===== src/rtl/arb_pkg.sv =====
// Shared definitions for the 8-way round-robin arbiter: FSM encoding,
// requester count/width, and the priority-search result type.
package arb_pkg;
  localparam int N_REQ = 8;
  localparam int ID_W  = 3;

  localparam logic [0:0] IDLE  = 1'b0;
  localparam logic [0:0] GRANT = 1'b1;

  typedef struct packed {
    logic            found;
    logic [ID_W-1:0] id;
  } pick_t;
endpackage


===== src/rtl/decoder3_8.sv =====
// 3-to-8 one-hot decoder shared by arbitration blocks.
module decoder3_8 (
  input  logic [2:0] sel,
  output logic [7:0] dec
);

  // Combinational binary-to-one-hot decode
  always_comb begin
    case (sel)
      3'd0:    dec = 8'h01;
      3'd1:    dec = 8'h02;
      3'd2:    dec = 8'h04;
      3'd3:    dec = 8'h08;
      3'd4:    dec = 8'h10;
      3'd5:    dec = 8'h20;
      3'd6:    dec = 8'h40;
      3'd7:    dec = 8'h80;
      default: dec = 8'h00;
    endcase
  end

endmodule


===== src/rtl/rr_arbiter8.sv =====
// 8-way round-robin arbiter with hold-until-release grants and 1-cycle latency.
// Optional owner time-out preemption is enabled by defining ARB_TIMEOUT_EN.
module rr_arbiter8 #(
  parameter int MAX_HOLD = 16
) (
  input  logic       clk,
  input  logic       rst,
  input  logic [7:0] req,
  output logic [7:0] gnt,
  output logic [2:0] gnt_id,
  output logic       gnt_valid
);
  import arb_pkg::*;

  if (MAX_HOLD < 2 || MAX_HOLD > 255) begin : g_bad_max_hold
    $error("rr_arbiter8: MAX_HOLD out of range 2..255");
  end

  logic [0:0]      state_r, state_next_s;
  logic [ID_W-1:0] ptr_r, ptr_next_s;
  logic [ID_W-1:0] gnt_id_r, gnt_id_next_s;
  logic            gnt_valid_r, gnt_valid_next_s;
  logic [N_REQ-1:0] dec_s;
  logic [N_REQ-1:0] search_req_s;
  logic [ID_W-1:0]  search_ptr_s;
  pick_t            pick_s;
  logic             release_s;
  logic             preempt_s;

  // First set bit of r in the order p, p+1, ..., p+7 (mod 8)
  function automatic pick_t rr_pick(input logic [N_REQ-1:0] r, input logic [ID_W-1:0] p);
    pick_t           res;
    logic [ID_W-1:0] idx;
    logic            hit;
    res.found = 1'b0;
    res.id    = {ID_W{1'b0}};
    for (int i = N_REQ - 1; i >= 0; i--) begin
      idx       = p + i[ID_W-1:0];
      hit       = r[idx];
      res.found = res.found | hit;
      res.id    = hit ? idx : res.id;
    end
    return res;
  endfunction

  decoder3_8 u_dec (
    .sel (gnt_id_r),
    .dec (dec_s)
  );

  // While owning, search starts just past the owner and never re-picks the owner.
  assign search_ptr_s = (state_r == GRANT) ? gnt_id_r + 3'd1 : ptr_r;
  assign search_req_s = (state_r == GRANT) ? (req & ~dec_s) : req;
  assign pick_s       = rr_pick(search_req_s, search_ptr_s);
  assign release_s    = ~req[gnt_id_r] | preempt_s;

`ifdef ARB_TIMEOUT_EN
  logic [7:0] hold_cnt_r;
  logic       hold_done_s;

  // Counter value is (grant cycles so far - 1); the limit is hit in the MAX_HOLD-th cycle.
  assign hold_done_s = (hold_cnt_r >= 8'(MAX_HOLD - 1));
  assign preempt_s   = hold_done_s & (|(req & ~dec_s));

  // Per-owner grant-cycle counter, cleared on every new grant, saturating at MAX_HOLD
  always_ff @(posedge clk or posedge rst) begin
    if (rst) begin
      hold_cnt_r <= 8'd0;
    end else if (state_r != GRANT || release_s) begin
      hold_cnt_r <= 8'd0;
    end else if (hold_cnt_r < 8'(MAX_HOLD)) begin
      hold_cnt_r <= hold_cnt_r + 8'd1;
    end else begin
      hold_cnt_r <= hold_cnt_r;
    end
  end
`else
  assign preempt_s = 1'b0;
`endif

  // Next-state, pointer and grant selection
  always_comb begin
    state_next_s     = state_r;
    ptr_next_s       = ptr_r;
    gnt_id_next_s    = gnt_id_r;
    gnt_valid_next_s = gnt_valid_r;
    case (state_r)
      IDLE: begin
        if (pick_s.found) begin
          state_next_s     = GRANT;
          gnt_id_next_s    = pick_s.id;
          gnt_valid_next_s = 1'b1;
        end else begin
          state_next_s     = IDLE;
          gnt_id_next_s    = 3'd0;
          gnt_valid_next_s = 1'b0;
        end
      end
      GRANT: begin
        if (release_s) begin
          ptr_next_s = search_ptr_s;
          if (pick_s.found) begin
            state_next_s     = GRANT;
            gnt_id_next_s    = pick_s.id;
            gnt_valid_next_s = 1'b1;
          end else begin
            state_next_s     = IDLE;
            gnt_id_next_s    = 3'd0;
            gnt_valid_next_s = 1'b0;
          end
        end else begin
          state_next_s = GRANT;
        end
      end
      default: begin
        state_next_s     = IDLE;
        gnt_id_next_s    = 3'd0;
        gnt_valid_next_s = 1'b0;
      end
    endcase
  end

  // Arbiter state registers
  always_ff @(posedge clk or posedge rst) begin
    if (rst) begin
      state_r     <= IDLE;
      ptr_r       <= 3'd0;
      gnt_id_r    <= 3'd0;
      gnt_valid_r <= 1'b0;
    end else begin
      state_r     <= state_next_s;
      ptr_r       <= ptr_next_s;
      gnt_id_r    <= gnt_id_next_s;
      gnt_valid_r <= gnt_valid_next_s;
    end
  end

  assign gnt       = dec_s & {N_REQ{gnt_valid_r}};
  assign gnt_id    = gnt_id_r;
  assign gnt_valid = gnt_valid_r;

endmodule

===== config.mk =====
export PLATFORM = sky130hd
export DESIGN_NAME = rr_arbiter8
export DESIGN_NICKNAME = d
export VERILOG_FILES = /design/src/rtl/arb_pkg.sv /design/src/rtl/decoder3_8.sv /design/src/rtl/rr_arbiter8.sv
export SDC_FILE = /design/constraint.sdc
export NUM_CORES = 1
export LEC_CHECK = 0
export ABC_AREA = 1
export CORE_MARGIN = 4
export CORE_UTILIZATION = 45
export CTS_BUF_LIST = sky130_fd_sc_hd__clkbuf_4 sky130_fd_sc_hd__clkbuf_8 sky130_fd_sc_hd__clkbuf_16
export CTS_CLUSTER_DIAMETER = 40
export DETAILED_ROUTE_END_ITERATION = 6
export PLACE_DENSITY = 0.72
export SLEW_MARGIN = 0
export SYNTH_ARGS = -nofsm -noshare
export SYNTH_HDL_FRONTEND = slang
export SYNTH_SLANG_ARGS = --single-unit

===== constraint.sdc =====
create_clock -name clk -period 2.36 [get_ports clk]
set_input_delay 0.472 -clock clk [delete_from_list [all_inputs] [get_ports clk]]
set_output_delay 0.472 -clock clk [all_outputs]
set_load 0.01 [all_outputs]

### Yosys cells after proc, flatten, opt, wreduce, memory -nomap -nowiden

Memories as Yosys holds them, arrays and structs flattened.
Index checks and enable logic that the tools add are counted.
W data, S select, Z words.

| word-level totals | value |
|---|---|
| bits in registers | 8 |
| bits in read-only memories | 64 |
| input port bits | 10 |
| output and inout bits | 12 |
| logic and storage cells | 72 |
| memories kept | 1 |

| cells by class | value |
|---|---|
| $add $sub $neg | 8 |
| order comparisons | 9 |
| equal/unequal tests | 1 |
| mux-type cells | 36 |
| bitwise operators | 12 |
| reductions and logical operators | 1 |

Memory list:

| memory | depth | width | read ports | clocked after memory_dff | write ports | RTL line | text |
|---|---|---|---|---|---|---|---|
| (name not given) | 8 | 8 | 1 | 0 | 0 | decoder3_8.sv:9 | `case (sel)` |

Operators by type and width:

| operator | count |
|---|---|
| $lt A3 B4 Y1 const B | 9 |
| $mux W3 | 11 |
| $bmux W1 S3 | 9 |
| $and A8 B8 Y8 | 2 |
| $add A3 B3 Y3 const B | 4 |
| $mux W1 | 12 |
| $mux W8 | 1 |
| $not A8 Y8 | 1 |
| $or A1 B1 Y1 | 7 |
| $add A3 B1 Y3 const B | 2 |
| $add A3 B2 Y3 const B | 2 |
| $pmux W3 S2 | 1 |
| $pmux W1 S2 | 2 |
| $ne A2 B2 Y1 const B | 1 |
| $not A1 Y1 | 2 |
| $reduce_and A2 Y1 | 1 |

### Longest topological paths before layout

An unclocked memory read counts as a cell.

| depth | value |
|---|---|
| word-level depth | 17 |
| gate-level depth with buffers | 23 |
| mapped depth without buffers | 22 |

### Cells and area by module

A second synthesis with hierarchy kept.

| unflattened totals | value |
|---|---|
| cells, all modules | 275 |
| area total of the unflattened synthesis | 1,401.3 µm² |

Modules (own cells, without submodules):

| module | instances | cells an instance | area each (µm²) | sequential area each (µm²) |
|---|---|---|---|---|
| rr_arbiter8 | 1 | 260 | 1,345.0 | 200.2 |
| decoder3_8 | 1 | 15 | 56.3 | 0.0 |

### Worst setup path after synthesis

Ideal clock, no wire load.

| timing path | value |
|---|---|
| path type | reg2reg |
| start | register gnt_id_r[0], in the netlist gnt_id[0] |
| end | register gnt_id_r[0], in the netlist gnt_id[0] |
| library setup time | 0.117 ns |
| arrival | 2.496 ns |
| data required time | 2.243 ns |
| slack | -0.253 ns |
| cell stages (with the launch flop) | 23 |
| path buffers | 1 |
| period minus slack after synthesis | 2.613 ns |
| cells stage by stage | dfrtp_1 -> inv_2 -> ha_1 -> inv_1 -> nand2_1 -> nand2_2 -> inv_1 -> ha_1 -> buf_2 -> inv_1 -> nand3_1 -> nand2_1 -> nand2_1 -> nand2_1 -> inv_1 -> nand2_1 -> nand2_1 -> nand2_1 -> nand2_1 -> nand2_1 -> nand2_1 -> nand2_1 -> nand2_1 |

| on the way | value |
|---|---|
| cells in the longest elaborated chain, start to end | 17 |
| elaborated cells between the ends (all ways) | 50 |
| those cells by class | add/sub (8); eq/ne (1); mux (31); bitwise (9); memory (1) |

Ends and longest elaborated chain:

| element | RTL line | text |
|---|---|---|
| start: declaration | rr_arbiter8.sv:21 | `logic [ID_W-1:0] gnt_id_r, gnt_id_next_s;` |
| start signal: assignment | rr_arbiter8.sv:133 | `gnt_id_r <= gnt_id_next_s;` |
| branches (longest 17 deep; another with $add A3 B1 Y3) | -- |  |

Parallel ways; which one is timed is not known. The select of a mux whose other input is x is not followed.
A chain may end at the register's enable or synchronous reset.

### Worst setup path in the final report

| timing path | value |
|---|---|
| start | register gnt_id_r[1], in the netlist gnt_id[1] |
| end | register gnt_id_r[1], in the netlist gnt_id[1] |

Same word-level chain as after synthesis.

==> results.md <==
Outcome:
- The run finished with clean final reports.

Floorplan:
- The core region area is 0.00285 mm².
- The die outline width is 63.5 µm.
- The die height is approximately 63 µm.
- The total die area is between 0.004 and 0.005 mm².
- The initial utilization of the core area, before any placement, comes to 48.6%.
- The initialized floorplan defines 19 standard-cell rows.
- The number of ports placed on the die boundary is 22.

Synth:
- The proportion of synthesized flip-flops having asynchronous set or reset is 100%.
- The number of nets in the synthesized netlist is 262.
- The synthesized netlist devotes 55.7% of its cell area to simple gates.
- The compound-gate portion of the synthesized area is a little under a tenth.
- Counting flops and latches in the post-synthesis netlist gives 8.
- The summed instance area of the synthesized netlist is 0.00139 mm².
- The top cell type's share of synthesized area is 26.8%.
- Of the post-synthesis cell area, the part taken by muxes is 0%.
- Yosys attributes the largest share of cell area to sky130_fd_sc_hd__nand2_1, sky130_fd_sc_hd__dfrtp_1, sky130_fd_sc_hd__nand3_1, sky130_fd_sc_hd__ha_1, sky130_fd_sc_hd__nand2_2.
- The synthesized-area fraction occupied by adder cells is 6.32%.
- The most area-hungry cell type in the Yosys netlist is sky130_fd_sc_hd__nand2_1.
- For this run, the leading register cell type out of synthesis is sky130_fd_sc_hd__dfrtp_1.
- Among all cell types in the netlist, the one instantiated most often is sky130_fd_sc_hd__nand2_1.
- Of the total synthesized cell area, the portion taken by XOR and XNOR cells is between 3 and 4%.
- For this run, the number of Yosys warnings is 0.
- The commonest cells after synthesis are sky130_fd_sc_hd__nand2_1, sky130_fd_sc_hd__nand3_1, sky130_fd_sc_hd__inv_1, sky130_fd_sc_hd__nor2_1, sky130_fd_sc_hd__nand2_2.
- The sequential fraction of the synthesis area is between 10% and 20%.
- The mean instance size in the synthesized netlist is 5.65 µm².
- The number of enable flip-flop cells after synthesis is 0.
- The combinational family with the most area after synthesis is simple AND/OR/NAND/NOR gates.
- The gate count of the mapped netlist is roughly 250.
- In this run, distinct cell masters in the synthesized netlist total 25.

Setup path:
- Along the worst path, the maximum fanout reaches 6.
- The worst register-to-register path begins at gnt_id[1].
- For the worst flop-to-flop path, the logic depth is 18.
- The reg-to-reg endpoint is gnt_id[1].
- The critical path launch point is gnt_id[1].
- The worst setup path category is register to register.
- The setup check on the worst reg-to-reg path leaves a slack of 0.0001 ns.
- The data arrival time at the worst-slack endpoint is 2.50 ns.
- The worst setup path is captured at a register.
- The kind of start point of the critical path is a register.
- The required arrival time at the worst endpoint is 2.50 ns.
- In this run the worst setup path terminates at gnt_id[1].

Global route:
- Entering global routing, the biggest net connects 12 pins.
- The initial antenna violation count is 0.
- The global-route wire length before repair is 7080 µm.
- The via count of the first global-routing pass came to 1,559.
- The leftover overflow at the end of global routing is 0.
- In the global route stage, overall resource usage came out at 20.9%.

Timing:
- Setup violations remaining at the end of the flow were counted as 0.
- The time the final worst path needs with I/O delays and setup is 2.36 ns.
- In this run the tightest slew margin relative to its limit is 75.7%.
- The highest attainable clock frequency is 424 MHz.
- The number of pins with negative max-slew slack in the final report was 0.
- The ratio of final minimum period to clock period is 100%.
- Setup repair after global routing could not meet its margin everywhere.
- The worst setup skew after layout is 0.00503 ns.
- The final hold violation count was 0.
- The tightest hold path in the finished design has a slack of 0.470 ns.
- The slew at the pin closest to its max-slew limit is 0.363 ns.

Clock network:
- In this run the number of H-tree levels came out at 1.
- The clock drives 8 sinks.
- In this run the clock root is driven by a sky130_fd_sc_hd__clkbuf_4.
- The maximum buffer depth of the clock tree is 2.
- TritonCTS built the clock tree.
- For this design, the CTS-stage hold fixing added 0 buffers.
- The TritonCTS buffer count is 3.
- After clock tree synthesis, the clock-pin slew on the worst setup and hold paths is 0.05 ns.
- The insertion delay of the later-clocked pin in the worst-skew pair is approximately 0.25 ns.

Final layout:
- Relative to the synthesized area, the layout overhead comes to 54.0%.
- The antenna diode count is 0.
- The final layout contains a little over 300 nets.
- The ratio of cells with drive above 1 in the final layout is 35.3%.

Routing:
- The detailed router finished its first iteration with 253 violations.
- The sum of routed wire length over all layers is 4430 µm.
- The post-route DRC violation count is 0.
- The number of detailed-routing iterations run before antenna repair is 4.
- The final routed wire length divided by cell count is between 10 and 15 µm.
- The per-cell via count in the routed design is 5.35.
- The vias after detailed routing is 1,729.
- The count of antenna-violating nets left after detailed routing is 0.

Flow run:
- The tool flagged a number of max-cap violations equal to 0.

Hold path:
- The path category of the worst min-delay check is input port to asynchronous set/reset pin.

Place:
- The placed wire-length estimate after detailed placement is about 3300 µm.
- The final weighted congestion of routability-driven global placement is 0.930.
- The number of buffers inserted by port buffering is 21.
-- worst min path at each step --
stage / from / end / slack, ns / cells past startpoint
6_report: rst / ptr_r[2] / 0.47 / 2
5_1_grt: rst / ptr_r[2] / 0.49 / 2
4_1_cts: rst / ptr_r[2] / 0.48 / 2
3_5_place_dp: ptr_r[1] / ptr_r[1] / 0.48 / 2
3_3_place_gp: ptr_r[1] / ptr_r[1] / 0.48 / 2
2_1_floorplan: rst / gnt_id[2] / 0.29 / 1
-- metal layers --
metal	vias to the layer above	part of all wire [%]	GRT usage, %
li1	876	-	-
met3	6	5.8	1.95
met5	-	0	0
met4	0	1.1	5.12
met2	63	49	34.0
met1	784	45	29.5
-- stage by stage --
step                setup TNS, ns  std cells  area, µm²  setup slack [ns]  utilization (%)
detailed placement         -0.319        312       1780            -0.130             62.4
global route               -0.464        323       2130            -0.141             74.8
floorplan                       0        245       1440           0.00311                -
global placement           -0.211        312       1780           -0.0851             62.4
CTS                             0        319       1870           0.00224             65.6
finish                          0        323       2130         0.0000979             74.8
-- cell families after synthesis --
| logic type | Yosys count |
|---|---|
| adders and majority gates | 7 |
| DFF | 8 |
| buffers and inverters | 31 |
| xor gates and xnor gates | 4 |
| AOI/OAI and AO/OA | 21 |
| and+or+nand+nor | 174 |
-- cell usage in the layout (no fill, tap or decap) --
cell type,n
sky130_fd_sc_hd__buf_6,2
sky130_fd_sc_hd__ha_4,3
sky130_fd_sc_hd__nand2_4,10
sky130_fd_sc_hd__nand4_1,1
sky130_fd_sc_hd__inv_2,5
sky130_fd_sc_hd__nand2_1,85
sky130_fd_sc_hd__o221ai_1,1
sky130_fd_sc_hd__o21ai_4,2
sky130_fd_sc_hd__ha_1,1
sky130_fd_sc_hd__a31oi_4,1
sky130_fd_sc_hd__o21ai_0,9
sky130_fd_sc_hd__dlymetal6s2s_1,1
sky130_fd_sc_hd__dfrtp_1,5
sky130_fd_sc_hd__clkdlybuf4s50_1,20
sky130_fd_sc_hd__a21oi_1,6
sky130_fd_sc_hd__inv_1,15
sky130_fd_sc_hd__xnor2_2,2
sky130_fd_sc_hd__inv_4,3
sky130_fd_sc_hd__nand3_1,27
sky130_fd_sc_hd__clkbuf_4,3
sky130_fd_sc_hd__ha_2,3
sky130_fd_sc_hd__nand3_4,8
sky130_fd_sc_hd__nand3_2,5
sky130_fd_sc_hd__nand2_2,18
sky130_fd_sc_hd__xor2_2,2
sky130_fd_sc_hd__nor3_4,1
sky130_fd_sc_hd__o22ai_1,1
sky130_fd_sc_hd__dfrtp_2,3
sky130_fd_sc_hd__nor2_2,3
sky130_fd_sc_hd__buf_4,28
sky130_fd_sc_hd__nor2_1,16
sky130_fd_sc_hd__o21ai_1,1
sky130_fd_sc_hd__inv_8,1
-- critical path, stage by stage, from the launching register on --
cell and delay [ns]:
sky130_fd_sc_hd__dfrtp_2 0.44, sky130_fd_sc_hd__inv_2 0.09, sky130_fd_sc_hd__ha_4 0.20, sky130_fd_sc_hd__inv_4 0.07, sky130_fd_sc_hd__nand2_4 0.05, sky130_fd_sc_hd__nand2_4 0.08, sky130_fd_sc_hd__inv_4 0.04, sky130_fd_sc_hd__ha_4 0.36
sky130_fd_sc_hd__inv_8 0.07, sky130_fd_sc_hd__nand3_4 0.09, sky130_fd_sc_hd__nand3_4 0.08, sky130_fd_sc_hd__nand2_4 0.09, sky130_fd_sc_hd__nand2_4 0.06, sky130_fd_sc_hd__nor3_4 0.20, sky130_fd_sc_hd__nand3_2 0.09, sky130_fd_sc_hd__nand2_2 0.09
sky130_fd_sc_hd__nor2_1 0.05, sky130_fd_sc_hd__nand2_1 0.06, sky130_fd_sc_hd__nand2_1 0.05
-- sequential cells by signal (all words and copies together) (netlist names) --
register,cells
ptr_r,3
gnt_id,3
state_r,1
gnt_valid,1
-- repair_timing --
| item | CTS | global route |
|---|---|---|
| resized for setup | 11 | 46 |
| setup buffers | 5 | 4 |
| endpoints found under the setup margin | 4 | 7 |
| pin swaps | 7 | 11 |
-- layout make-up --
cell class,instances,area [µm²]
clock buffer,3,22.5
inverter,24,105
multi-input combinational,206,1320
fill,236,719
timing repair buffer,51,445
tap,31,38.8
sequential,8,204
Power is left out: the tool's default activity adds up to more than one toggle a clock period on the data nets, which glitch-free logic cannot reach.
==> variant (config.mk and constraints unchanged) <==
The option `ARB_TIMEOUT_EN` is turned on by a define.
--- a/src/rtl/rr_arbiter8.sv
+++ b/src/rtl/rr_arbiter8.sv
@@ -2,2 +2,4 @@
 // Optional owner time-out preemption is enabled by defining ARB_TIMEOUT_EN.
+`define ARB_TIMEOUT_EN
+
 module rr_arbiter8 #(
Check against the original RTL: no difference found for any inputs over 10 cycles, from zero or initial values and one cycle with rst high; that may be too few to reach the edited logic, so the function may still have changed.
==> variant against the original RTL <==
- wire length rose by 14%
- fmax rose by 0.82%
- highest routed layer unchanged
- sequential cell count rose by 8
- first-iteration DRC count fell by 8.3%
- design area rose by 12%
- worst setup slack improved by 0.019 ns
- clock skew fell by 0.0037 ns
- die area rose by 18%
- synthesized area rose by 21%
Power is left out: the tool's default activity adds up to more than one toggle a clock period on the data nets, which glitch-free logic cannot reach.
==> variant: results (changes against the original RTL) <==
Finish
The fraction of layout instances using a drive strength above 1 was 26.6% (-8.7 points). The net count reported at finish is 335 (+7.7%). The number of fill cells was 311 (+32%).

Min path
The launch point of the worst hold path is hold_cnt_r[6]. The tightest min-delay check is of the reg2reg type.

Place
The instance area after placement is 0.00205 mm^2 (+15%). The number of placed instances, taps included came to 352 (+13%). The final weighted congestion in routability-driven placement is 0.984 (+5.8%). The HPWL after detailed placement was 3620 um (+11%).

Worst setup path
The data arrival time of the critical path is 2.48 ns (-0.02 ns). The startpoint of the lowest-slack register-to-register path is gnt_id[0].

Synth
The share of Yosys cell area claimed by the top area cell type is 24.7% (-2.2 points). The proportion of synthesized chip area in sequential cells is 23.9% (+9.5 points). In the synthesized netlist, the cells that appear most often are 110 x nand2_1, 39 x nand3_1, 27 x inv_1.

The net count after synthesis is 294 (+12%). The fraction of synthesis flops using an asynchronous set or reset pin is 100% (unchanged). Ranked by total cell area, the synthesized netlist is headed by nand2_1 25%, dfrtp_1 24%, nand3_1 12%. The number of different library cells in the post-synthesis netlist is 29 (+16%). The gate count of the mapped netlist came to 276 (+13%).

Route
The via density per instance is 5.33 (-0.35%). The average wire length per cell after detail routing is 14.0 um (+1.9%). The violation count after the first detailed-route iteration is 232 (-8.3%). The number of iterations in the first detailed-routing pass is 5 (+1). The via count is 1,931 (+12%).

Timing
The transition time of the tightest slew-check pin was 0.577 ns (+0.215 ns).

Status
The run finished with clean final reports.

Global routing
The global-route wire length before repair is 7660 um (+8.2%). The aggregate global-route resource usage was 21.2% (+0.25 points). The number of global-route vias before repair is 1,698 (+8.9%). The largest net degree at the start of global routing is 17 (+5).

Clock network
The maximum root-to-sink buffer count is 2 (unchanged). The root buffer cell is clkbuf_8.

Floorplanning
The initial core utilization was 48.3% (-0.28 points).
variant: cell count changes after synthesis, sizes merged, moves of 2 or more:
| cell | before | now |
|---|---|---|
| dfrtp | 8 | 16 |
| nand4 | 1 | 3 |
| a21oi | 6 | 12 |
| xor2 | 2 | 4 |
| inv | 24 | 30 |
variant: routing by layer:
layer  wire, um  global-route usage, %  vias up  part of all wire (%)
li1           -                      -      968                     -
met1       2040                   26.6      879                    40
met2       2590                   37.6       66                    51
met3        298                   2.92       18                   5.9
met4        120                   5.60        0                   2.4
met5          0                      0        -                     0
variant: cell type report:
type | instances | area, um^2 | share of cell area (%)
inverter | 30 | 123 | 5.14
clock buffer | 4 | 55.1 | 2.31
tap | 46 | 57.6 | 2.41
sequential | 16 | 403 | 16.9
multi-input combinational | 224 | 1370 | 57.6
timing repair buffer | 42 | 373 | 15.6
variant: critical path: cells and delay by family (launching register included):
family	cells	cell delay (ns)
flip-flops	1	0.45
buffers and inverters	3	0.32
AND/OR/NAND/NOR	11	0.83
adder cells (fa/ha/maj)	2	0.56
AO/OA/AOI/OAI	1	0.05
variant: final timing paths:
path,to,slack [ns],depth (start not counted)
setup reg to reg,gnt_id[2],0.02,17
max in group asynchronous,gnt_id[0],1.37,2
hold / removal,hold_cnt_r[6],0.53,2
setup / recovery,gnt_id[2],0.02,17
hold reg to reg,hold_cnt_r[6],0.53,2
min in group asynchronous,gnt_valid,0.58,2
variant: logic make-up after synthesis:
| group | after synthesis | share of synthesized area [%] |
|---|---|---|
| XOR/XNOR | 7 | 3.66 |
| adder cells (fa/ha/maj) | 8 | 5.98 |
| AND/OR/NAND/NOR | 180 | 46.0 |
| AO/OA/AOI/OAI | 28 | 10.1 |
| flip-flops | 16 | 23.9 |
| buffers and inverters | 37 | 10.3 |
variant: repair_timing:
action	4_1_cts	5_1_grt
buffers inserted	0	5
setup endpoints to repair	4	5
pin swaps	3	14
gates resized for setup	4	46
gates cloned	1	0
endpoints found under the hold margin	0	0
variant: through the flow:
| stage | TNS (ns) | hold WS, ns | setup slack, ns |
|---|---|---|---|
| after global placement | 0 | 0.497 | 0.00826 |
| after floorplan | 0 | 0.386 | 0.0232 |
| after CTS | 0 | 0.537 | 0.00612 |
| after detailed placement | -0.0343 | 0.528 | -0.0196 |
| final | 0 | 0.535 | 0.0193 |
| after global routing | -0.280 | 0.561 | -0.100 |
